[config.mk]
export PLATFORM = sky130hd
export DESIGN_NAME = pc_gen
export DESIGN_NICKNAME = d
export VERILOG_FILES = /design/src/rtl/pc_gen.sv
export SDC_FILE = /design/constraint.sdc
export NUM_CORES = 1
export LEC_CHECK = 0
export ABC_AREA = 1
export BUFFER_PORTS_ARGS = -buffer_cell sky130_fd_sc_hd__buf_2
export CAP_MARGIN = 0
export CORE_UTILIZATION = 45
export DETAILED_ROUTE_END_ITERATION = 8
export GPL_TIMING_DRIVEN = 1
export PLACE_DENSITY_LB_ADDON = 0.05
export SETUP_SLACK_MARGIN = 0.4
export SLEW_MARGIN = 10
export SYNTH_ARGS = -nofsm -noshare
export SYNTH_HDL_FRONTEND = slang
export SYNTH_SLANG_ARGS = --single-unit
[constraint.sdc]
create_clock -name clk -period 3 [get_ports clk]
set_input_delay 0.45 -clock clk [delete_from_list [all_inputs] [get_ports clk]]
set_output_delay 0.45 -clock clk [all_outputs]
set_load 0.005 [all_outputs]
[src/rtl/pc_gen.sv]
// pc_gen - fetch-stage program counter with prioritised redirect, stall,
// exception vectoring and a circular return-address stack (RAS).
//
// Optional feature macro: PC_ALIGN_CHECK_EN
//   defined   -> adel_f flags misaligned or out-of-window fetch addresses
//   undefined -> adel_f tied to 0, IM_BASE / IM_BYTES unused
//
// Ports
//   clk            rising-edge clock
//   reset          asynchronous active-low reset
//   en_pc          1 = advance/redirect, 0 = stall
//   pc_op          next-PC select (0 NORMAL,1 BRANCH,2 JAL,3 JR,4 RET,5 ERET; 6/7 = NORMAL)
//   branch_target  taken-branch target
//   jal_target     j/jal target
//   jr_target      register target, also RET fallback when the RAS is empty
//   epc_in         ERET return address
//   exc_req        exception redirect to EXC_PC (overrides stall)
//   ras_push       push push_data onto the RAS
//   push_data      link address to push
//   pc_f           registered fetch PC
//   pc_plus4       pc_f + 4
//   ras_top        top RAS entry, 0 when empty
//   ras_count      number of valid RAS entries
//   ras_empty      ras_count == 0
//   ras_full       ras_count == RAS_DEPTH
//   adel_f         fetch address error flag
module pc_gen #(
  parameter int                 WIDTH     = 32,
  parameter logic [WIDTH-1:0]   RESET_PC  = 32'h0000_3000,
  parameter logic [WIDTH-1:0]   EXC_PC    = 32'h0000_4180,
  parameter int                 RAS_DEPTH = 4,
  parameter logic [WIDTH-1:0]   IM_BASE   = 32'h0000_3000,
  parameter logic [WIDTH-1:0]   IM_BYTES  = 32'h0000_4000
) (
  input  logic                           clk,
  input  logic                           reset,
  input  logic                           en_pc,
  input  logic [2:0]                     pc_op,
  input  logic [WIDTH-1:0]               branch_target,
  input  logic [WIDTH-1:0]               jal_target,
  input  logic [WIDTH-1:0]               jr_target,
  input  logic [WIDTH-1:0]               epc_in,
  input  logic                           exc_req,
  input  logic                           ras_push,
  input  logic [WIDTH-1:0]               push_data,
  output logic [WIDTH-1:0]               pc_f,
  output logic [WIDTH-1:0]               pc_plus4,
  output logic [WIDTH-1:0]               ras_top,
  output logic [$clog2(RAS_DEPTH):0]     ras_count,
  output logic                           ras_empty,
  output logic                           ras_full,
  output logic                           adel_f
);

  localparam int PW = $clog2(RAS_DEPTH);
  localparam int CW = PW + 1;

  typedef enum logic [2:0] {
    OP_NORMAL = 3'd0,
    OP_BRANCH = 3'd1,
    OP_JAL    = 3'd2,
    OP_JR     = 3'd3,
    OP_RET    = 3'd4,
    OP_ERET   = 3'd5
  } pc_op_t;

  logic [WIDTH-1:0] ras_mem [RAS_DEPTH];
  logic [PW-1:0]    ptr;
  logic [CW-1:0]    count;
  logic [WIDTH-1:0] next_pc;
  logic             ras_qual;
  logic             do_push;
  logic             do_pop;

  assign pc_plus4  = pc_f + WIDTH'(4);
  assign ras_count = count;
  assign ras_empty = (count == '0);
  assign ras_full  = (count == CW'(RAS_DEPTH));
  assign ras_top   = ras_empty ? '0 : ras_mem[ptr];

  // Neither a stalled nor an exception cycle may disturb the RAS.
  assign ras_qual = en_pc && !exc_req;
  assign do_push  = ras_qual && ras_push;
  assign do_pop   = ras_qual && (pc_op == OP_RET) && !ras_empty;

  always_comb begin
    next_pc = pc_f;
    if (exc_req) begin
      next_pc = EXC_PC;
    end else if (en_pc) begin
      case (pc_op)
        OP_BRANCH: next_pc = branch_target;
        OP_JAL:    next_pc = jal_target;
        OP_JR:     next_pc = jr_target;
        OP_RET:    next_pc = ras_empty ? jr_target : ras_top;
        OP_ERET:   next_pc = epc_in;
        default:   next_pc = pc_plus4;
      endcase
    end
  end

  always_ff @(posedge clk or negedge reset) begin
    if (!reset) begin
      pc_f <= RESET_PC;
    end else begin
      pc_f <= next_pc;
    end
  end

  // Circular stack: ptr addresses the top entry. When full, a push lands on
  // the oldest slot (ptr+1 wraps onto it) and the count saturates.
  always_ff @(posedge clk or negedge reset) begin
    if (!reset) begin
      ptr   <= '0;
      count <= '0;
      for (int i = 0; i < RAS_DEPTH; i++) begin
        ras_mem[i] <= '0;
      end
    end else begin
      if (do_push && do_pop) begin
        ras_mem[ptr] <= push_data;
      end else if (do_push) begin
        ras_mem[ptr + PW'(1)] <= push_data;
        ptr <= ptr + PW'(1);
        if (!ras_full) begin
          count <= count + CW'(1);
        end
      end else if (do_pop) begin
        ptr   <= ptr - PW'(1);
        count <= count - CW'(1);
      end
    end
  end

`ifdef PC_ALIGN_CHECK_EN
  // Window limit computed one bit wider so IM_BASE + IM_BYTES cannot wrap.
  localparam logic [WIDTH:0] IM_LIMIT = {1'b0, IM_BASE} + {1'b0, IM_BYTES};

  assign adel_f = (pc_f[1:0] != 2'b00) ||
                  (pc_f < IM_BASE) ||
                  ({1'b0, pc_f} >= IM_LIMIT);
`else
  logic [WIDTH-1:0] unused_im_window;
  assign unused_im_window = IM_BASE ^ IM_BYTES;
  assign adel_f = 1'b0;
`endif

endmodule

# Yosys cells after proc, flatten, opt, wreduce, memory -nomap -nowiden

Index checks and enable logic that the tools add are counted.

Bits in registers: 165
Input port bits: 168
Output and inout port bits: 102
Word-level logic and storage cells: 62

Add/sub/neg operators: 5
Magnitude comparators: 4
Eq/ne operators: 7
Multiplexer cells: 21
Bitwise operators: 3
Reductions and logical operators: 15

Operators by type and width:

| operator              | count |
|---|---|
| $bwmux 128            | 2 |
| $mux 128              | 2 |
| $mux 32               | 8 |
| $pmux 32 s5           | 1 |
| $demux 32 s2          | 2 |
| $bmux 32 s2           | 1 |
| $add 32x3->32 const B | 1 |
| $eq 3x3->1 const B    | 3 |
| $mux 3                | 3 |
| $logic_and 1x1->1     | 7 |
| $eq 3x2->1 const B    | 2 |
| $ge 3x3->1 const B    | 2 |
| $lt 3x1->1 const B    | 2 |
| $not 2->3             | 2 |
| $reduce_bool 2->1     | 3 |
| $mux 2                | 2 |
| $add 3x1->3 const B   | 1 |
| $eq 3x1->1 const B    | 1 |
| $logic_not 3->1       | 1 |
| $reduce_and 3->1      | 1 |
| $sub 3x1->3 const B   | 1 |
| $add 2x1->2 const B   | 1 |
| $logic_not 1->1       | 2 |
| $ne 2x2->1 const B    | 1 |
| 3 further kinds       | 3 |

# Longest topological paths before layout

Word-level depth: 9
Mapped depth: 14
Mapped depth without buffers: 12

# Worst setup path after synthesis

OpenSTA, ideal clock, no wires.

Path kind: input port to flip-flop
Start point: input port pc_op[1]
End point: register ras_mem[32] (netlist name)
Library setup time: 0.124 ns
Arrival time: 2.303 ns
Required time: 2.876 ns
Slack: 0.574 ns
Cell stages on the path: 14
Buffers on the path: 3
Cell sequence: inv_1 -> nand2_1 -> nor2_1 -> clkbuf_1 -> nand3_1 -> inv_1 -> ha_1 -> inv_1 -> nand2_1 -> nand2_1 -> nand2_1 -> buf_2 -> buf_2 -> a21oi_1

Cells in the longest elaborated chain, start to end: 5
Elaborated cells on any way between the ends: 6
Classes of those cells: eq/ne: 1; mux: 1; reduce/logical: 4

Ends and longest elaborated chain:

| what                                                 | RTL line | source |
|---|---|---|
| start, declared                                      | 38       | `input logic [2:0] pc_op,` |
| $eq 3x3->1 *                                         | 84       | `assign do_pop = ras_qual && (pc_op == OP_RET) && !ras_empty;` |
| $logic_and 1x1->1 * (2 in a row)                     | 84       |  |
| $logic_and 1x1->1 *                                  | 120      | `if (do_push && do_pop) begin` |
| $mux 128 / $reduce_bool 2->1 (equally long branches) | n/a      |  |
| end signal, assigned by index                        | 121      | `ras_mem[ptr] <= push_data;` |
| end signal, assigned by index                        | 123      | `ras_mem[ptr + PW'(1)] <= push_data;` |
| end, declared                                        | 67       | `logic [WIDTH-1:0] ras_mem [RAS_DEPTH];` |

Mark *: on every way between the ends. The rest lies on a longest branch, timed or not.
A chain may end at the register's enable or synchronous reset.

# Worst setup path after layout

Start point: register pc_f[12]
End point: output port pc_plus4[30]

Cells in the longest elaborated chain, start to end: 1

Ends and longest elaborated chain:

| what                   | RTL line | source |
|---|---|---|
| start, declared        | 46       | `output logic [WIDTH-1:0] pc_f,` |
| start signal, assigned | 106      | `pc_f <= next_pc;` |
| $add 32x3->32          | 75       | `assign pc_plus4 = pc_f + WIDTH'(4);` |
| end, declared          | 47       | `output logic [WIDTH-1:0] pc_plus4,` |

No other way between the ends.

==> reports/metrics.cfg <==
[status]
status = complete, but fails checks
violations = hold timing

[global_routing]
antenna_found_initial = 0
track_usage_pct = 29.1
grt_remaining_overflow = 0
grt_start_max_net_pins = 67
grt_pass1_wl_um = 53700
grt_pass1_vias = 10153

[setup_path]
start_kind = flop
crit_fanout = 6
cp.arrival_ns = 2.07
cpMostUsedCell = nand2_1
reg2reg_from = ras_count[0]
cpPeakStageDelay_ns = 0.60
crit_path_top_delay_cell = dfstp_2
crit_family = simple AND/OR/NAND/NOR gates
crit_start = pc_f[12]
worst-path-buf-inv = 1
crit_type = reg -> out
critPathRequiredTime_ns = 2.55
crit_chain = nand2_1 -> nor2_4 -> nand2_1 -> nor2_2 -> nand3_1 -> and2_1 -> buf_2
endpoint_kind = output pin

[timing]
setup-violations-final = 0
clock_skew_ns = 0.00840
rsz0062_at_grt = true
hold_violations = 2
relSlewSlack_pct = 36.5
fin_setup_tns_ns = 0
max_freq_ghz = 0.397
timing.hold.ws_ns = -0.000524
finalMaxSlewViolations = 0
setup_ws_ns = 0.478
fin_crit_sh_pct = 84.1
tightest_slew_ns = 0.951
post-route-min-period_ns = 2.52

[die]
fp.dieArea_sq_um = 23700
initial_utilization_pct = 46.0
io_pins = 270
die_x_um = 154
die_h_um = 154
core.rowCount = 55
core_sq_um = 22600

[cells_and_area]
area_growth_pct = 22.5
register_area_sq_um = 4140
nets = 2062
final_cell_count_no_fill = 2182
multiInputGateArea_sq_um = 5220
fill_cells = 2324
diodes = 0
drive_above_1_share_pct = 19.6

[routing]
vias = 10949
drtIter0Drc = 734
routed_wl_um = 34100
avgRoutedWirePerCell_um = 15.6
ant_nets = 0
drc = 0
dr.pass1.iters = 5
vias_per_cell = 5.02

[place]
place_inst = 2144
port_buffers = 268
preCtsSetupSlack_ns = 0.447
dp_hpwl_um = 24900
globalplace.congestion = 0.914

[power]
p_sw_share_pct = 43.0
p_per_area_nw_per_um2 = 845
p_leak_nw = 7.14
ir_drop_mv = 0.522
intPower_mw = 6.13
power_frac_clock_pct = 20.5
p_sw_mw = 4.63
pwr-share-comb_pct = 47.0
p_seq_share_pct = 32.4

[clock_network]
clkLatencyLatePin_ns = 0.43
clock-sinks = 165
clk_pin_slew_worst_paths_ns = 0.07
cts.path.max_buffers = 2
cts_buffers = 17
root_buffer = clkbuf_16
h-tree-depth = 4
cts_tree = built

[synthesis]
ys_top_cells_by_area = dfrtp_1 (39%), nand2_1 (27%), inv_1 (7.1%), nand3_1 (4.9%), o21ai_0 (4.9%)
syn_area_sq_um = 10400
yosys.cell_count.top_type = nand2_1
ys_ff_latch = 165
synth_cells = 1640
postSynth.asyncResetShare_pct = 100
yosys_warnings = 0
synth.top_cell.area_share_pct = 39.2
synth_edf_count = 0
yosys_most_used_dff = dfrtp_1
avgSynthCellArea_sq_um = 6.35
yosysSeqAreaShare_pct = 39.7
yosys.area.top_type = dfrtp_1
syn-num-nets = 1818
yosys-top-cells-count = nand2_1 (762), inv_1 (197), dfrtp_1 (163)
yosysUniqueCellTypes = 33

[run]
max_cap_violations = 0

[min_path]
hp-class = in -> async

-- cell type report --
class / instances / share of cell area, %
clock buffers: 19 / 3.48
clock inverters: 13 / 1.07
inverters: 200 / 5.94
multi-input cells: 1199 / 40.9
flip-flops and latches: 165 / 32.5
well taps: 285 / 2.80
repair buffers: 301 / 13.3
-- power groups by stage --
stage / Combinational, mW / Clock (mW) / Sequential (mW)
final: 5.06 / 2.21 / 3.49
after global routing: 5.78 / 2.34 / 3.58
after CTS: 5.03 / 2.24 / 3.49
after detailed placement: 4.99 / 0 / 3.52
after global placement: 4.94 / 0 / 3.49
after floorplan: 3.12 / 0 / 3.43
-- sequential cells by signal, indices dropped and copies added, names as in the netlist --
| signal | cells |
|---|---|
| ptr | 2 |
| ras_mem | 128 |
| ras_count | 3 |
| pc_f | 32 |
-- cells in the final DEF (no fill, tap or decap), types with 3 or more instances in the layout --
cell type	n
buf_12	8
nand2_1	758
clkbuf_16	17
o211ai_1	6
nor3_4	4
ha_1	8
dfrtp_1	157
buf_4	25
nor2_1	116
inv_2	3
a21oi_1	42
dfrtp_2	6
o21ai_1	7
nand3_1	101
xnor2_1	3
buf_2	267
inv_6	5
inv_8	4
nand3b_1	11
nand2_2	5
mux2_2	3
nor2_2	9
xor2_1	11
inv_1	195
o21ai_0	101
-- per-stage QoR --
step	area, sq um	util [%]	hold WS (ns)	total power, mW
floorplan	10400	-	0.154	6.56
global placement	12100	53.2	0.490	8.43
detailed placement	12100	53.2	0.495	8.50
CTS	12700	55.9	0.0426	10.8
global route	12700	56.3	0.0454	11.7
finish	12700	56.3	-0.000524	10.8
-- per-layer routing --
layer / global-route usage (%) / vias up / share of wire [%]
li1: - / 5466 / -
met1: 38.7 / 5005 / 45
met2: 47.4 / 408 / 46
met3: 4.59 / 70 / 5.6
met4: 12.0 / 0 / 3.4
met5: 0 / - / 0
-- worst register-to-register path, cell delays in order, from the launching register on --
cell and delay [ns]:
dfrtp_1 0.48, nor3_4 0.22, inv_2 0.05, nand3_1 0.09
inv_1 0.05, ha_1 0.24, inv_1 0.16, nand2_1 0.07
nand2_1 0.07, nand2_2 0.23, buf_12 0.28, nor2_1 0.13
a21oi_1 0.05
-- cells by family after synthesis --
logic type	synth area share (%)
AO/OA/AOI/OAI	7.72
XOR/XNOR	1.18
adder cells (fa/ha/maj)	1.27
buffers and inverters	10.8
flip-flops	39.7
multiplexers	0.325
other	0.0360
AND/OR/NAND/NOR	39.0
-- path summary, 6_finish.rpt --
| kind | end | slack (ns) | cells past startpoint |
|---|---|---|---|
| max in group asynchronous | pc_f[13] | 2.14 | 2 |
| worst min-delay path | ras_mem[26] | -0.0005 | 1 |
| min in group clk | ras_mem[12] | 0.28 | 3 |
| worst min register to register | ras_mem[46] | 0.51 | 1 |
| worst max-delay path | pc_plus4[30] | 0.48 | 7 |
| worst max register to register | ras_mem[51] | 0.76 | 12 |
-- repair_timing --
item                                    4_1_cts  5_1_grt
endpoints found under the setup margin       20       29
resized for setup                             5       15
setup buffers                                 1        5
hold buffers                                  0        0
Note: power is estimated with default switching activity, not from simulation.
